$ cat config.mk
export PLATFORM = sky130hd
export DESIGN_NAME = tdc_stream_sequencer
export DESIGN_NICKNAME = d
export VERILOG_FILES = /design/src/rtl/tdc_stream_sequencer.sv
export SDC_FILE = /design/constraint.sdc
export NUM_CORES = 1
export LEC_CHECK = 0
export ABC_AREA = 1
export CORE_ASPECT_RATIO = 1.1
export CORE_MARGIN = 8
export CORE_UTILIZATION = 45
export DETAILED_ROUTE_END_ITERATION = 6
export PLACE_DENSITY = 0.81
export SYNTH_ARGS = -nofsm -noshare
export SYNTH_HDL_FRONTEND = slang
export SYNTH_SLANG_ARGS = --single-unit
export TNS_END_PERCENT = 1
$ cat constraint.sdc
create_clock -name clk -period 1.7 [get_ports clk]
set_clock_uncertainty 0.15 [all_clocks]
set_input_delay 0.255 -clock clk [delete_from_list [all_inputs] [get_ports clk]]
set_output_delay 0.255 -clock clk [all_outputs]
set_load 0.005 [all_outputs]
$ cat src/rtl/tdc_stream_sequencer.sv
// TDC first-hit capture and pixel-ordered streamer feeding the histogram builder.
// Optional feature macro: TDC_GRAY_EN (Gray-coded tdcData lanes converted to binary before capture).
module tdc_stream_sequencer #(
    parameter int NP        = 10,
    parameter int PIXEL_NUM = 6,
    parameter int ACQ_NUM   = 2,
    parameter int WIN_CYC   = 16
) (
    input  logic                    clk,
    input  logic                    res,
    input  logic                    frameStart,
    input  logic                    acqStart,
    input  logic [PIXEL_NUM-1:0]    tdcValid,
    input  logic [PIXEL_NUM*NP-1:0] tdcData,
    output logic                    wrEn,
    output logic [NP-1:0]           data,
    output logic                    busy,
    output logic                    frameDone,
    output logic                    overrun
);

    localparam int WW = (WIN_CYC   > 1) ? $clog2(WIN_CYC)   : 1;
    localparam int PW = (PIXEL_NUM > 1) ? $clog2(PIXEL_NUM) : 1;
    localparam int AW = (ACQ_NUM   > 1) ? $clog2(ACQ_NUM)   : 1;

    localparam logic [WW-1:0] WIN_LAST = WW'(WIN_CYC - 1);
    localparam logic [PW-1:0] PIX_LAST = PW'(PIXEL_NUM - 1);
    localparam logic [AW-1:0] ACQ_LAST = AW'(ACQ_NUM - 1);

    typedef enum logic [2:0] {IDLE, ARM, CAPTURE, STREAM, DONE} state_t;

    state_t                state;
    logic [WW-1:0]         win_cnt;
    logic [PW-1:0]         pix_cnt;
    logic [AW-1:0]         acq_cnt;
    logic [PIXEL_NUM-1:0]  hit_flag;
    logic [NP-1:0]         ts       [PIXEL_NUM];
    logic [NP-1:0]         lane_bin [PIXEL_NUM];

    function automatic logic [NP-1:0] gray_to_bin(input logic [NP-1:0] g);
        logic [NP-1:0] b;
        b[NP-1] = g[NP-1];
        for (int i = NP - 2; i >= 0; i--) b[i] = b[i+1] ^ g[i];
        return b;
    endfunction

    always_comb begin
        for (int p = 0; p < PIXEL_NUM; p++) begin
`ifdef TDC_GRAY_EN
            lane_bin[p] = gray_to_bin(tdcData[p*NP +: NP]);
`else
            lane_bin[p] = tdcData[p*NP +: NP];
`endif
        end
    end

    // NOTE: timestamp storage carries no reset; hit_flag masks any stale content.
    always_ff @(posedge clk) begin
        if (state == CAPTURE) begin
            for (int p = 0; p < PIXEL_NUM; p++) begin
                if (tdcValid[p] && !hit_flag[p]) ts[p] <= lane_bin[p];
            end
        end
    end

    always_ff @(posedge clk) begin
        if (!res) begin
            state     <= IDLE;
            wrEn      <= 1'b0;
            data      <= '0;
            busy      <= 1'b0;
            frameDone <= 1'b0;
            overrun   <= 1'b0;
            win_cnt   <= '0;
            pix_cnt   <= '0;
            acq_cnt   <= '0;
            hit_flag  <= '0;
        end else begin
            wrEn      <= 1'b0;
            frameDone <= 1'b0;
            busy      <= (state != IDLE);
            if (acqStart && (state inside {CAPTURE, STREAM, DONE})) overrun <= 1'b1;

            case (state)
                IDLE: begin
                    if (frameStart) begin
                        state   <= ARM;
                        acq_cnt <= '0;
                        overrun <= 1'b0;
                    end
                end
                ARM: begin
                    if (acqStart) begin
                        state    <= CAPTURE;
                        win_cnt  <= '0;
                        hit_flag <= '0;
                    end
                end
                CAPTURE: begin
                    win_cnt <= win_cnt + 1'b1;
                    for (int p = 0; p < PIXEL_NUM; p++) begin
                        if (tdcValid[p]) hit_flag[p] <= 1'b1;
                    end
                    if (win_cnt == WIN_LAST) begin
                        state   <= STREAM;
                        pix_cnt <= '0;
                    end
                end
                STREAM: begin
                    wrEn    <= 1'b1;
                    data    <= hit_flag[pix_cnt] ? ts[pix_cnt] : {NP{1'b1}};
                    pix_cnt <= pix_cnt + 1'b1;
                    if (pix_cnt == PIX_LAST) begin
                        if (acq_cnt == ACQ_LAST) begin
                            state <= DONE;
                        end else begin
                            acq_cnt <= acq_cnt + 1'b1;
                            state   <= ARM;
                        end
                    end
                end
                DONE: begin
                    frameDone <= 1'b1;
                    state     <= IDLE;
                end
                default: state <= IDLE;
            endcase
        end
    end

endmodule

# After elaboration in Yosys (flattened, before gate mapping)
# Memory sizes are Yosys's and may differ from the RTL's. A register that Yosys moved wholly into a read port is not among the register bits.
# Index checks and enable logic that the tools add are counted.
# word_totals
register_bits,31
latch_bits,0
mem_bits_rw,60
mem_bits_ro,0
out_inout_bits,14
wordCells,115
memories,1
# op_classes
add_sub_neg,3
multipliers,0
n_div,0
order_cmp,1
eq_ne,16
shifts,0
n_mux,50
n_bitwise,0
n_reduce_logical,29
# mem_list
memory,words,width,read_ports,rd_clocked_by_memory_dff,wr,line,source
ts,6,10,1,1,6,37,logic [NP-1:0] ts [PIXEL_NUM];
# ops
operator,count
1-bit two-way mux,33
3-bit two-way mux,8
3-bit AND reduction,7
"2-bit != test, second input constant",8
3-bit case mux with 4 select lines,1
6-bit case mux with 2 select lines,1
10-bit two-way mux,1
4-bit case mux with 2 select lines,1
1-bit logical AND,7
"3-bit by 2-bit equality test with 1-bit output, second input constant",2
"3-bit equality test, second input constant",2
1-bit zero test,6
6-bit two-way mux,1
3-bit case mux with 2 select lines,1
2-bit nonzero test,3
3-bit nonzero test,2
"4-bit by 1-bit adder with 4-bit output, second input constant",1
"4-bit equality test, second input constant",1
"3-bit by 4-bit less-than comparator with 1-bit output, second input constant",1
4-bit two-way mux,1
"2-bit by 1-bit != test with 1-bit output, second input constant",2
2-bit AND reduction,2
4-bit AND reduction,1
"3-bit by 1-bit adder with 3-bit output, second input constant",1
other kinds (5),5

# Longest topological paths before layout
# Gate-level depths: netlist of the first run.
# depth
depth_word,6
mapped_depth,8
ltp_nobuf,8

# Worst setup path before layout of the first run
# Ideal clock, no wire load.
# synth_path
path_type,flip-flop to flip-flop
from,register state[1]
to,"memory ts[0][0], enable pin"
setup_time_ps,376
arrival_time_ps,1316
required_time_ps,1174
setup_slack_ps,-143
path_stages_with_launch,7
n_path_buf,0
synth_period_minus_slack_ps,1843
cell_sequence,dfxtp_1 -> inv_2 -> nor2_2 -> nand2_2 -> clkinv_2 -> nand2_1 -> nor2_1
# synth_rtl
element,line,source
from (decl),32,state_t state;
from (signal assigned),68,state <= IDLE;
from (signal assigned),87,state <= ARM;
from (signal assigned),94,state <= CAPTURE;
to (decl),37,

# Final worst setup path of the first run
# layout_path
from,register data[1]
to,output port data[1]
# layout_rtl
element,line,source
from (decl),16,"output logic [NP-1:0] data,"
from (signal assigned),111,data <= hit_flag[pix_cnt] ? ts[pix_cnt] : {NP{1'b1}};
# No word-level cell between the ends.

==> impl_results.md, run 1 <==
- Worst skew pair latency: 360 ps
- Top delay family on crit path: buffers and inverters
- Placed Area: 0.00495 mm2
- Iter 0 DRT Violations: 152
- Switching share of power: 0.310
- Core area: 0.00841 mm2
- RSZ-0062 raised after global routing: true
- Rel. slew slack: 0.717
- IO Count: 84
- Most area-consuming cells after synthesis: edfxtp_1 46%, dfxtp_1 17%, nand2_1 10%
- Mapped Nets: 487
- Worst path slowest cell: clkdlybuf4s50_1
- Global route total overflow: 0
- HPWL after detailed placement: 7040 um
- DR pass1 iterations: 4
- Area delta synth->final: 32.6%
- Largest net degree at the start of global routing: 21
- Layout cells sized above 1: 0.0927
- Most common cell in the netlist: nand2_1
- Post-synth EDFFs: 60
- P_sw: 1.89 mW
- Crit start category: flop
- Async S/R FF share, synth: 0
- Crit path cell chain: clkdlybuf4s50_1
- Fmax: 600 MHz
- Final hold vios: 0
- Mean Syn Cell Area: 9.42 um2
- Residual DRC count: 0
- GRT Overall Usage: 0.150
- Ant diodes: 0
- Synth area leader: edfxtp_1
- Ys Warns: 0
- Clk buf depth: 2
- First-pass GRT wire length: 14100 um
- Crit path DAT: 1260 ps
- CTS tree: yes
- Slew @ Worst Pin: 421 ps
- Synthesized flop and latch total: 94
- Post-CTS setup repair buffer count: 0
- CP Capture Type: output port
- Die Height: 114 um
- Share of the yosys chip area belonging to registers: 0.637
- Logic pwr share: 0.261
- Status: completed
- Top cell type's share of synthesized area: 0.462
- Reg power frac: 0.491
- Final worst-path cycle share: 0.981
- Setup-failing EPs final: 0
- H-tree lvl count: 3
- Worst setup path start: data[1]
- CP bufs+invs: 1
- Max-slew violation count: 0
- WS Path Type: flop to output port
- Synth unique cells: 28
- Area of the mapped netlist: 0.00390 mm2
- Clk root buf: clkbuf_8
- Port bufs: 83
- Max stage delay on crit path: 520 ps
- Antenna viol nets, final: 0
- Clk slew on worst S/H paths: 90 ps
- Overall die width: 105 um
- Number of global-route vias before repair: 2996
- Max-cap violations: 0
- Origin of the critical flop-to-flop path: state[1]
- Worst hold path class: input pin to flop
- Vias after detailed routing: 3057
- CTS sink cnt: 94
- Peak VDD IR: 0.000576 V
- Syn Inst Count: 414
- DP Worst Slack: 41.5 ps
- Internal power: 4.21 mW
- Clock power share: 0.247
- Final WS setup: 32.8 ps
- PD cells: 1180 mW/mm2
- # rows: 35
- Antenna violations before repair: 0
- Effective utilization at floorplan: 0.464
- WL final: 9250 um
- WL/cell: 14.7 um
- Die area: 0.0119 mm2
- Critical Path RT: 1290 ps
- Minimum clock period after layout: 1670 ps
- Commonest cells post-synth: 106 x nand2_1, 66 x inv_1, 60 x edfxtp_1
- CTS buffer count: 9
- Lkg Pwr: 2.10 nW
- Synth Flop Type: edfxtp_1
- Final nets: 586
- Worst Path Max Fanout: 2
- Gp weighted congestion: 0.920
- Hold_sp: tdcData[21]
- Post-DR vias/cell: 4.86
- Final Cell Area: 0.00517 mm2
==> power by group through the flow <==
stage / Clock [mW] / Sequential, mW / Combinational [mW]
global placement: 0 / 3.03 / 1.52
floorplan: 0 / 3.00 / 0.917
CTS: 1.55 / 2.99 / 1.56
detailed placement: 0 / 3.04 / 1.56
finish: 1.51 / 3.00 / 1.59
global route: 1.64 / 3.03 / 1.78
==> stage by stage <==
stage | TNS, ps | instances | power, mW | utilization | hold slack (ps)
after floorplan | -7130 | 414 | 3.92 | - | 204
after global placement | 0 | 612 | 4.55 | 0.588 | 312
after detailed placement | 0 | 612 | 4.60 | 0.588 | 316
after CTS | 0 | 628 | 6.10 | 0.613 | 282
after global routing | -148 | 629 | 6.46 | 0.615 | 277
final | 0 | 629 | 6.10 | 0.615 | 296
==> what timing repair did <==
item,4_1_cts,5_1_grt
resized for setup,0,6
hold buffers,0,0
endpoints found under the setup margin,0,73
==> registers in the layout (all words and copies together) (netlist names), named ones only <==
| register | count |
|---|---|
| acq_cnt | 1 |
| busy | 1 |
| data | 10 |
| frameDone | 1 |
| hit_flag | 6 |
| overrun | 1 |
| pix_cnt | 3 |
| state | 3 |
| ts | 60 |
| win_cnt | 4 |
| wrEn | 1 |
==> cells by family after synthesis <==
family	Yosys count	share of synthesized area
AOI/OAI and AO/OA	64	0.0834
xor gates and xnor gates	1	0.00225
and+or+nand+nor	168	0.183
DFF	94	0.637
buffers and inverters	84	0.0854
adders and majority gates	3	0.00963
==> metal layers <==
| metal | routed length, um | share of wire | global-route usage | vias up |
|---|---|---|---|---|
| met4 | 281 | 0.030 | 0.0733 | 0 |
| met1 | 3830 | 0.41 | 0.170 | 1391 |
| met2 | 4590 | 0.50 | 0.257 | 105 |
| met3 | 552 | 0.060 | 0.0417 | 18 |
| met5 | 0 | 0 | 0 | - |
| li1 | - | - | - | 1543 |
==> cell usage in the layout (no fill, tap or decap), types with 9 or more instances in the layout <==
cell type	netlist	layout
nand2_1	106	106
clkdlybuf4s50_1	0	83
inv_1	66	66
edfxtp_1	60	60
a21oi_1	33	33
dfxtp_1	34	32
nand3_1	28	28
o21ai_0	23	22
nor2_1	20	19
buf_4	0	14
clkbuf_8	0	9
==> final timing paths <==
kind         endpoint  slack [ps]  depth (start not counted)
max reg2reg  ts[5][8]         110                          7
max           data[1]          30                          1
min reg2reg  state[2]         330                          2
min          ts[2][1]         300                          1
==> layout make-up <==
type	instances	area, um2
clock buffers	9	124
clock inverters	7	80.1
fillers	689	3240
inverters	71	268
multi-input cells	237	1100
flip-flops and latches	94	2480
well taps	111	139
repair buffers	100	978
No activity file was read; power rests on OpenSTA's default activity.
==> inputs of run 2 (changes only) <==
GPL_TIMING_DRIVEN = 0   (was default)
==> impl_results.md, run 2 (synthesis results as in run 1) <==
- Fmax: 607 MHz (+1.2%)
- Min-Delay Endpoint: state[0]
- Ant diodes: 0 (unchanged)
- Global route total overflow: 0 (unchanged)
- # rows: 35 (unchanged)
- Core area: 0.00841 mm2 (unchanged)
- Met2 GRT Util: 0.278 (+0.0211)
- WL/cell: 14.9 um (+1.6%)
- Slew @ Worst Pin: 494 ps (+73.0 ps)
- Largest net degree at the start of global routing: 16 (-24%)
- FF-to-FF setup slack: 50 ps (-60 ps)
- Top reg by flops: ts
- Vias after detailed routing: 3100 (+1.4%)
- Setup-failing EPs final: 0 (unchanged)
- WL final: 9380 um (+1.4%)
- Reg2reg end: ts[5][7]
- Worst Hold Depth: 3 (+2)
- IO Count: 84 (unchanged)
- Layout cells sized above 1: 0.0890 (-0.00369)
- CTS tree: yes
- DP Worst Slack: -537 ps (-578 ps)
- CP Capture Type: flop
- Clk slew on worst S/H paths: 90 ps (about the same)
- Grt met1 use: 0.172 (+0.00223)
- CTS buffer count: 9 (unchanged)
- Critical Path RT: 1610 ps (+320 ps)
- Antenna violations before repair: 0 (unchanged)
- Design Power: 6.10 mW (about the same)
- Worst Path Max Fanout: 10 (+8)
- Clk buf depth: 2 (unchanged)
- Die area: 0.0119 mm2 (unchanged)
- Number of global-route vias before repair: 3064 (+2.3%)
- P_sw: 1.87 mW (-1.1%)
- Sequential cell area: 0.00249 mm2 (+0.10%)
- Final hold vios: 0 (unchanged)
- First-pass GRT wire length: 14700 um (+4.0%)
- Logic pwr share: 0.278 (+0.017)
- Max-cap violations: 0 (unchanged)
- Fillers: 677 (-1.7%)
- CTS sink cnt: 94 (unchanged)
- Effective utilization at floorplan: 0.464 (unchanged)
- Most common cell after layout, fill and taps aside: nand2_1
- Met3 usage: 0.0293 (-0.0124)
- Final WS setup: 52.8 ps (+20.0 ps)
- Reg power frac: 0.496 (+0.005)
- Worst path most repeated cell: nor2_4
- Reg2Reg Depth: 7 (unchanged)
- WS Path Type: flop to flop
- Area delta synth->final: 33.6%
- Residual DRC count: 0 (unchanged)
- Rel. slew slack: 0.668 (-0.0483)
- Antenna viol nets, final: 0 (unchanged)
- H-tree lvl count: 3 (unchanged)
- Commonest non-fill, non-tap cells in the layout: 106 x nand2_1, 82 x clkdlybuf4s50_1, 66 x inv_1
- HPWL after detailed placement: 7000 um (-0.62%)
- Crit path cell chain: inv_2 -> nor2_4 -> nand2_2 -> clkinv_4 -> nand2_1 -> nor2_4 -> buf_12
- Lkg Pwr: 2.07 nW (-1.1%)
- Minimum clock period after layout: 1650 ps (-20.0 ps)
- Origin of the critical flop-to-flop path: state[1]
- Port bufs: 82 (-1.2%)
- Multi-input gate area: 0.00114 mm2 (+4.3%)
- Max stage delay on crit path: 390 ps (-130 ps)
- Largest registers: ts (60), data (10), hit_flag (6)
- Internal power: 4.23 mW (+0.57%)
- Iter 0 DRT Violations: 194 (+28%)
- GRT Overall Usage: 0.155 (+0.00476)
- Crit start category: flop
- Die Height: 114 um (unchanged)
- Worst skew pair latency: 350 ps (about the same)
- Crit path DAT: 1560 ps (+300 ps)
- Hold_sp: res
- PD cells: 1170 mW/mm2 (-0.70%)
- Overall die width: 105 um (unchanged)
- Status: completed
- Clk root buf: clkbuf_8
- Largest register FFs: 60 (unchanged)
- DR pass1 iterations: 5 (+1)
- Worst hold path class: input pin to flop
- Setup_tns: 0 ps (unchanged)
- Gr busiest metal: met2
- Gp weighted congestion: 0.909 (-1.2%)
- Switching share of power: 0.306 (-0.00362)
- Final nets: 585 (-0.17%)
- Clock power share: 0.226 (-0.021)
- Peak VDD IR: 0.000418 V (-27%)
- Final worst-path cycle share: 0.969 (-0.0118)
- Post-DR vias/cell: 4.94 (+1.6%)
- Max-slew violation count: 0 (unchanged)
- Worst path slowest cell: dfxtp_4
==> run 2: changes by cell type in the layout (fill, tap and decap cells not counted), sizes merged <==
cell | before | now
clkbuf | 9 | 17
buf | 17 | 11
inv | 72 | 68
clkinv | 3 | 6
clkdlybuf4s50 | 83 | 82
clkinvlp | 2 | 1
==> run 2: power groups by stage <==
stage / Sequential [mW] / Clock, mW / Combinational [mW]
2_1_floorplan: 3.00 / 0 / 0.917
3_3_place_gp: 3.03 / 0 / 1.43
3_5_place_dp: 3.04 / 0 / 1.48
4_1_cts: 3.01 / 1.41 / 1.67
5_1_grt: 3.07 / 1.48 / 1.87
6_report: 3.03 / 1.38 / 1.70
==> run 2: metal layers <==
layer  vias up  routed length [um]
met4         0                 208
met5         -                   0
li1       1537                   -
met1      1428                3780
met3        18                 541
met2       117                4860
==> run 2: per-stage QoR <==
| stage | area [um2] | util | std cells | hold slack (ps) |
|---|---|---|---|---|
| floorplan | 3900 | - | 414 | 204 |
| global placement | 4860 | 0.578 | 607 | 313 |
| detailed placement | 4860 | 0.578 | 607 | 326 |
| CTS | 5200 | 0.619 | 629 | 142 |
| global route | 5210 | 0.620 | 628 | 197 |
| finish | 5210 | 0.620 | 628 | 178 |
==> run 2: worst max-delay path, delay by kind of cell (launching register included) <==
kind                   cells  cell delay (ps)
DFF                        1              390
and+or+nand+nor            4              510
buffers and inverters      3              310
==> run 2: layout make-up <==
class	instances	share of cell area
Inverter	71	0.0521
Sequential cell	94	0.477
Tap cell	111	0.0267
Clock buffer	11	0.0252
Timing Repair Buffer	87	0.177
Clock inverter	5	0.00985
Multi-Input combinational cell	237	0.220
Buffer	12	0.0122
==> run 2: how the worst max path moves through the flow <==
stage | start | end | slack [ps]
2_1_floorplan | state[1] | ts[1][0] | -140
3_3_place_gp | state[1] | ts[1][6] | -460
3_5_place_dp | state[1] | ts[1][7] | -540
4_1_cts | state[2] | ts[3][9] | 20
5_1_grt | state[1] | ts[1][1] | -10
6_report | state[1] | ts[5][7] | 50
==> run 2: what timing repair did <==
action,CTS,global route
setup endpoints to repair,60,62
hold buffers,0,0
pin swaps,6,2
setup buffers,5,0
gates resized for setup,14,6
cloned,1,0
